**config.mk**
```make
export PLATFORM = sky130hd
export DESIGN_NAME = register_file
export DESIGN_NICKNAME = d
export VERILOG_FILES = /design/src/rtl/register_file.sv
export SDC_FILE = /design/constraint.sdc
export NUM_CORES = 2
export LEC_CHECK = 0
export CORE_ASPECT_RATIO = 1.1
export CORE_UTILIZATION = 60
export CTS_BUF_LIST = sky130_fd_sc_hd__clkbuf_8
export CTS_CLUSTER_SIZE = 8
export DETAILED_ROUTE_END_ITERATION = 7
export GPL_TIMING_DRIVEN = 0
export MAX_ROUTING_LAYER = met4
export PLACE_DENSITY = 0.75
export SYNTH_ARGS = -nofsm -noshare
export SYNTH_HDL_FRONTEND = slang
export SYNTH_SLANG_ARGS = --single-unit
```
**constraint.sdc**
```tcl
create_clock -name clk -period 130 [get_ports clk]
set_input_delay 19.5 -clock clk [delete_from_list [all_inputs] [get_ports clk]]
set_output_delay 19.5 -clock clk [all_outputs]
set_load 0.005 [all_outputs]
```
**src/rtl/register_file.sv**
```systemverilog
// register_file: 32-entry architectural register file with per-register busy bit and ROB rename tag.
// Define RF_BYPASS_EN to forward a same-cycle matching commit onto the read ports.
module register_file #(
  parameter int XLEN      = 32,
  parameter int ROB_IDX_W = 6
) (
  input  logic                 clk,
  input  logic                 rst,
  input  logic                 rdy,
  input  logic                 flush,
  input  logic                 issue_valid,
  input  logic [4:0]           issue_rd,
  input  logic [ROB_IDX_W-1:0] issue_rob_index,
  input  logic [4:0]           rs1,
  input  logic [4:0]           rs2,
  output logic                 rs1_busy,
  output logic [ROB_IDX_W-1:0] rs1_tag,
  output logic [XLEN-1:0]      rs1_value,
  output logic                 rs2_busy,
  output logic [ROB_IDX_W-1:0] rs2_tag,
  output logic [XLEN-1:0]      rs2_value,
  input  logic                 rf_valid,
  input  logic [ROB_IDX_W-1:0] rf_index,
  input  logic [4:0]           rf_rd,
  input  logic [XLEN-1:0]      rf_value
);
  logic [XLEN-1:0]      r_value [32];
  logic [31:0]          r_busy;
  logic [ROB_IDX_W-1:0] r_tag [32];
  logic w_issue, w_commit, w_clear, w_byp1, w_byp2;
  assign w_issue  = rdy & issue_valid & ~flush & (issue_rd != 5'd0);
  assign w_commit = rdy & rf_valid & (rf_rd != 5'd0);
  // A commit only releases the register if it is still the newest producer and no new claim lands now
  assign w_clear  = w_commit & ~flush & r_busy[rf_rd] & (r_tag[rf_rd] == rf_index) &
                    ~(w_issue & (issue_rd == rf_rd));
  always_ff @(posedge clk or posedge rst) begin
    if (rst) begin
      r_busy <= '0;
      for (int i = 0; i < 32; i++) begin
        r_value[i] <= '0;
        r_tag[i]   <= '0;
      end
    end else begin
      if (w_commit) r_value[rf_rd] <= rf_value;
      if (flush) begin
        r_busy <= '0;
        for (int i = 0; i < 32; i++) r_tag[i] <= '0;
      end else if (w_issue) begin
        r_busy[issue_rd] <= 1'b1;
        r_tag[issue_rd]  <= issue_rob_index;
      end
      if (w_clear) r_busy[rf_rd] <= 1'b0;
    end
  end
`ifdef RF_BYPASS_EN
  assign w_byp1 = w_commit & (rf_rd == rs1) & r_busy[rs1] & (r_tag[rs1] == rf_index);
  assign w_byp2 = w_commit & (rf_rd == rs2) & r_busy[rs2] & (r_tag[rs2] == rf_index);
`else
  assign w_byp1 = 1'b0;
  assign w_byp2 = 1'b0;
`endif
  assign rs1_busy  = (rs1 != 5'd0) & r_busy[rs1] & ~w_byp1;
  assign rs1_tag   = rs1_busy ? r_tag[rs1] : '0;
  assign rs1_value = (rs1 == 5'd0 || rs1_busy) ? '0 : w_byp1 ? rf_value : r_value[rs1];
  assign rs2_busy  = (rs2 != 5'd0) & r_busy[rs2] & ~w_byp2;
  assign rs2_tag   = rs2_busy ? r_tag[rs2] : '0;
  assign rs2_value = (rs2 == 5'd0 || rs2_busy) ? '0 : w_byp2 ? rf_value : r_value[rs2];
endmodule

```
==> Word level (Yosys, flattened, before mapping) <==
Cells that the tools add are included.
{ "totals": {"out_inout_bits": 78, "word_cells": 153, "ff_bits": 1248} }
{ "classes": {"n_mux": 40, "n_lt_le_gt_ge": 12, "n_eq_ne": 2, "n_reduce_logical": 13, "n_bitwise": 21} }
{ "ops": {"columns": ["cell", "n"], "rows": [
  ["bitwise mux 1024 bit", 1],
  ["two-way mux 192 bit", 2],
  ["binary-select mux 32 bit (select 5 bit)", 2],
  ["two-way mux 32 bit", 10],
  ["bitwise mux 192 bit", 1],
  ["demux 32 bit (select 5 bit)", 1],
  ["binary-select mux 6 bit (select 5 bit)", 3],
  ["two-way mux 6 bit", 9],
  ["AND 32 bit", 1],
  ["inverter 32 bit", 1],
  ["OR 32 bit", 1],
  ["demux 6 bit (select 5 bit)", 1],
  [">= comparator 6 bit (second input constant)", 4],
  ["< comparator 5 x 6 -> 1 bit (second input constant)", 4],
  ["inverter 5 -> 6 bit", 4],
  ["nonzero test 5 bit", 4],
  ["binary-select mux 1 bit (select 5 bit)", 3],
  ["AND 1 bit", 12],
  ["< comparator 6 x 1 -> 1 bit (second input constant)", 2],
  ["demux 1 bit (select 5 bit)", 2],
  [">= comparator 5 x 1 -> 1 bit (second input constant)", 2],
  ["logical NOT 5 bit", 2],
  ["equality test 6 bit", 1],
  ["equality test 5 bit", 1],
  ["other kinds (5)", 14]
]} }

==> Depth between registers and ports, before layout <==
{ "logic_depth": {"word_depth": 9, "depth_mapped": 12, "ltp_nobuf": 7} }

==> Worst setup path before layout <==
No wires, ideal clock.
{ "synth_timing": {"path_kind": "input to output", "startpoint": "input port rs1[0]", "endpoint": "output port rs1_value[27]", "arrival_time_ps": 21771, "cell_stages": 8, "path_buffers": 4, "path_slack_ps": 88729, "cell_sequence": "buf_2 > buf_2 > clkbuf_1 > buf_1 > mux4_2 > mux4_2 > mux2i_1 > nor2_1"} }
{ "synth_between": {"elab_chain_len": 5, "word_cells_on_any_way": 11} }
{ "synth_rtl": {"columns": ["item", "line_no", "rtl"], "rows": [
  ["start: declaration", "14", "input logic [4:0] rs1,"],
  ["binary-select mux 1 bit (select 5 bit) or inverter 5 -> 6 bit (tied branches)", "62, 64", null],
  ["two-way mux 1 bit (not written as such) or binary-select mux 32 bit (select 5 bit) (tied branches)", "62, 64", null],
  ["AND 1 bit or two-way mux 32 bit (tied branches)", "62, 64", null],
  ["logical OR 1 bit or two-way mux 32 bit (tied branches)", "64", "assign rs1_value = (rs1 == 5'd0 || rs1_busy) ? '0 : w_byp1 ? rf_value : r_value[rs1];"],
  ["two-way mux 32 bit *", "64", null],
  ["end: declaration", "18", "output logic [XLEN-1:0] rs1_value,"]
]} }
Mark *: on every way between the ends. The rest lies on a longest branch, timed or not. The select of a mux whose other input is x is not followed.

==> Worst setup path after layout <==
{ "layout_timing": {"startpoint": "input port rs2[1]", "endpoint": "output port rs2_value[0]"} }
{ "layout_between": {"elab_chain_len": 5, "word_cells_on_any_way": 11} }
{ "layout_rtl": {"columns": ["item", "line_no", "rtl"], "rows": [
  ["start: declaration", "15", "input logic [4:0] rs2,"],
  ["binary-select mux 1 bit (select 5 bit) or inverter 5 -> 6 bit (tied branches)", "65, 67", null],
  ["two-way mux 1 bit (not written as such) or binary-select mux 32 bit (select 5 bit) (tied branches)", "65, 67", null],
  ["AND 1 bit or two-way mux 32 bit (tied branches)", "65, 67", null],
  ["logical OR 1 bit or two-way mux 32 bit (tied branches)", "67", "assign rs2_value = (rs2 == 5'd0 || rs2_busy) ? '0 : w_byp2 ? rf_value : r_value[rs2];"],
  ["two-way mux 32 bit *", "67", null],
  ["end: declaration", "21", "output logic [XLEN-1:0] rs2_value,"]
]} }
Marks and branches as above.

==> impl_metrics.prom <==
# TYPE chip_impl_metric gauge
chip_impl_metric{name="first_global_vias",unit=""} 49281
chip_impl_metric{name="final-setup-viol-count",unit=""} 0
chip_impl_metric{name="clock_insertion_delay_worst_skew",unit="ps"} 980
chip_impl_metric{name="pre_cts_slack",unit="ps"} 86390
chip_impl_metric{name="power.density",unit="nW/um^2"} 13.0
chip_impl_metric{name="cts_buffer_depth",unit=""} 3
chip_impl_metric{name="p_sw",unit="uW"} 285
chip_impl_metric{name="floorplan.io_pins",unit=""} 148
chip_impl_metric{name="hold_slack",unit="ps"} 474
chip_impl_info{name="layout_common_cells",value="dfrtp_1 (1248), mux2_2 (925), mux4_2 (780)"} 1
chip_impl_metric{name="final.setup.tns",unit="ps"} 0
chip_impl_metric{name="drtIter0Drc",unit=""} 7381
chip_impl_info{name="leading_cell_type_in_the_layout_fill_and_taps_excluded",value="dfrtp_1"} 1
chip_impl_metric{name="instances_no_fill",unit=""} 6566
chip_impl_metric{name="die_width",unit="um"} 325
chip_impl_metric{name="synth.avg_cell_area",unit="um^2"} 15.2
chip_impl_metric{name="drc_errors",unit=""} 0
chip_impl_metric{name="switching_share",unit=""} 0.286
chip_impl_metric{name="synth-edff-count",unit=""} 0
chip_impl_metric{name="power",unit="uW"} 997
chip_impl_metric{name="netlist_instances",unit=""} 4530
chip_impl_info{name="crit_path_start_kind",value="input port"} 1
chip_impl_metric{name="synth_seq_area_share",unit=""} 0.453
chip_impl_info{name="outcome",value="finished with violations"} 1
chip_impl_metric{name="final_layout_size_suffix_gt1_frac",unit=""} 0.442
chip_impl_metric{name="final_critical_path_setup_slack",unit="ps"} 85990
chip_impl_metric{name="numClockSinks",unit=""} 1248
chip_impl_metric{name="clock-skew-final",unit="ps"} 28.3
chip_impl_metric{name="setup.reg_to_reg.worst_slack",unit="ps"} 126910
chip_impl_info{name="min_path_type",value="reg -> reg"} 1
chip_impl_metric{name="post-place-cells",unit=""} 6198
chip_impl_metric{name="grtUsageTotal",unit=""} 0.479
chip_impl_info{name="post_synth_main_area_contributors",value="dfrtp_1 (45%), mux4_2 (25%), mux2_2 (15%)"} 1
chip_impl_metric{name="final_period_minus_worst_setup_slack",unit="ps"} 44010
chip_impl_info{name="ys.flop_type",value="dfrtp_1"} 1
chip_impl_metric{name="cts_hold_repair.buffers",unit=""} 0
chip_impl_metric{name="floorplan.rows",unit=""} 130
chip_impl_metric{name="synth_async_sr_flop_share",unit=""} 1.00
chip_impl_metric{name="grt_antenna_before_repair",unit=""} 5
chip_impl_metric{name="core-area",unit="um^2"} 114000
chip_impl_metric{name="synth.distinct_cells",unit=""} 45
chip_impl_metric{name="route.final.wire_length",unit="um"} 266000
chip_impl_metric{name="gp_congestion",unit=""} 1.04
chip_impl_metric{name="seq_power_share",unit=""} 0.461
chip_impl_metric{name="wl_per_cell",unit="um"} 40.5
chip_impl_metric{name="largest_net_degree_at_the_start_of_global_routing",unit=""} 130
chip_impl_metric{name="vias_per_cell",unit=""} 7.47
chip_impl_info{name="cts-root-buf",value="clkbuf_8"} 1
chip_impl_metric{name="grt_first_pass_wirelength",unit="um"} 369000
chip_impl_metric{name="syn_nets",unit=""} 4600
chip_impl_metric{name="cts_post_setup_buffers_inserted",unit=""} 0
chip_impl_metric{name="max_clock_freq",unit="GHz"} 0.0227
chip_impl_info{name="timing_worst_setup_path_type",value="in -> out"} 1
chip_impl_metric{name="worst-endpoint-required",unit="ps"} 110500
chip_impl_metric{name="fin_nets",unit=""} 4959
chip_impl_metric{name="grt_overflow",unit=""} 0
chip_impl_info{name="synthDominantAreaCellType",value="dfrtp_1"} 1
chip_impl_metric{name="chipHeight",unit="um"} 358
chip_impl_metric{name="maxSlewHeadroom",unit=""} -0.110
chip_impl_info{name="grt_setup_unrepaired",value="false"} 1
chip_impl_metric{name="power.combinational.fraction",unit=""} 0.179
chip_impl_metric{name="tritoncts.num_buffers",unit=""} 207
chip_impl_metric{name="worst-path-max-fanout",unit=""} 10
chip_impl_metric{name="finalMaxSlewViolations",unit=""} 205
chip_impl_metric{name="static-leakage-power",unit="nW"} 34.3
chip_impl_metric{name="flip_flop_and_latch_count_after_synthesis",unit=""} 1248
chip_impl_metric{name="die_area",unit="um^2"} 116000
chip_impl_info{name="worstSetupEndpointType",value="output port"} 1
chip_impl_metric{name="dr.pass1.iters",unit=""} 7
chip_impl_metric{name="synthesis.area",unit="um^2"} 69000
chip_impl_metric{name="power.clock.fraction",unit=""} 0.360
chip_impl_metric{name="synth_top_area_share",unit=""} 0.453
chip_impl_metric{name="critPathArrivalTime",unit="ps"} 24510
chip_impl_metric{name="min_period_over_period",unit=""} 0.339
chip_impl_metric{name="start_util",unit=""} 0.604
chip_impl_metric{name="detailroute.via_count",unit=""} 49065
chip_impl_metric{name="drv.max_cap_violation_count",unit=""} 22
chip_impl_metric{name="dp_hpwl",unit="um"} 179000
chip_impl_metric{name="finalHoldViolCount",unit=""} 0
chip_impl_info{name="failed_checks",value="capacitance limit, slew limit"} 1
chip_impl_metric{name="port_buffers",unit=""} 133
chip_impl_metric{name="fill_cells",unit=""} 8215
chip_impl_metric{name="vdd.ir_drop.worst",unit="mV"} 0.0106
chip_impl_metric{name="resized_cells_post_cts",unit=""} 0
chip_impl_info{name="tritoncts",value="yes"} 1
chip_impl_metric{name="route.antenna.remaining_nets",unit=""} 0
chip_impl_metric{name="clk_transition_reported_paths",unit="ps"} 60
chip_impl_metric{name="max_slew.worst_pin.slew",unit="ps"} 1660
chip_impl_metric{name="ctsHtreeMaxLevel",unit=""} 4
chip_impl_metric{name="area_delta_synth_final",unit="%"} 11.5
chip_impl_metric{name="ys_warn_count",unit=""} 0
chip_impl_metric{name="power.internal",unit="uW"} 712
-- worst max-delay path, cell delays in order --
cell             delay (ps)
clkbuf_1                350
buf_2                   500
clkbuf_1                350
clkbuf_1               1110
nor3_1                   80
nand2_1                 200
nand2_1                 300
clkbuf_1                770
nor2_1                  700
clkdlybuf4s50_1         610
-- flip-flops by register name, summed over array words and instances, names as in the netlist --
| register | flops |
|---|---|
| r_busy | 32 |
| r_tag | 192 |
| r_value | 1024 |
-- layout make-up --
class,instances,area [um^2],share of cell area
Antenna cell,4,10.0,0.000130
Buffer,516,2260,0.0293
Clock buffer,259,3560,0.0463
Clock inverter,105,608,0.00791
Inverter,22,90.1,0.00117
Multi-Input combinational cell,2744,35500,0.462
Sequential cell,1248,31200,0.406
Tap cell,1518,1900,0.0247
Timing Repair Buffer,150,1750,0.0227
-- worst paths after layout --
kind	startpoint	to	depth (start not counted)
min in group asynchronous	rst	r_value[601]	2
max reg2reg	r_tag[68]	r_busy[1]	8
max	rs2[1]	rs2_value[0]	10
min reg2reg	r_value[1016]	r_value[1016]	1
min	r_value[1016]	r_value[1016]	1
max in group asynchronous	rst	r_value[44]	5
-- synthesized netlist by cell type (3+ instances only) --
| library cell | instances |
|---|---|
| or4b_1 | 4 |
| buf_4 | 3 |
| dfrtp_1 | 1248 |
| nor4_1 | 13 |
| a21o_1 | 16 |
| a31oi_1 | 31 |
| nand4_1 | 3 |
| xor2_1 | 7 |
| nor3_1 | 36 |
| mux2_2 | 925 |
| inv_1 | 22 |
| nor2b_1 | 12 |
| mux4_2 | 780 |
| o21bai_1 | 15 |
| a21oi_1 | 7 |
| nand3b_1 | 4 |
| buf_6 | 10 |
| or2_2 | 3 |
| buf_2 | 135 |
| nand4bb_1 | 6 |
| clkbuf_2 | 3 |
| o22ai_1 | 56 |
| mux2_1 | 67 |
| nor2_1 | 303 |
| nand2_1 | 38 |
| mux2i_1 | 370 |
| buf_1 | 35 |
| clkbuf_1 | 330 |
| nand3_1 | 17 |
| nand2b_1 | 9 |
| nand4b_2 | 4 |
-- cell families after synthesis --
| kind of cell | Yosys count | synth area share |
|---|---|---|
| AO/OA/AOI/OAI | 128 | 0.0125 |
| AND/OR/NAND/NOR | 465 | 0.0306 |
| XOR/XNOR | 9 | 0.00114 |
| buffers and inverters | 538 | 0.0330 |
| multiplexers | 2142 | 0.470 |
| flip-flops | 1248 | 0.453 |
-- layer usage --
| layer | wire, um | global-route usage |
|---|---|---|
| met1 | 89600 | 0.567 |
| met2 | 114000 | 0.661 |
| met3 | 37300 | 0.188 |
| met4 | 24500 | 0.364 |
| met5 | 0 | - |
-- per-stage QoR --
stage / instance area [um^2] / utilization
5_1_grt: 76900 / 0.674
6_report: 76900 / 0.674
3_3_place_gp: 72200 / 0.633
4_1_cts: 76900 / 0.673
2_1_floorplan: 69000 / -
3_5_place_dp: 72700 / 0.637
-- power by group through the flow --
stage	registers [mW]	clock network [mW]	logic [mW]
after global routing	0.464	0.373	0.185
after floorplan	0.456	0	0.121
final	0.460	0.359	0.179
after global placement	0.463	0	0.169
after CTS	0.458	0.357	0.175
after detailed placement	0.464	0	0.175
No activity file was read; power rests on OpenSTA's default activity.
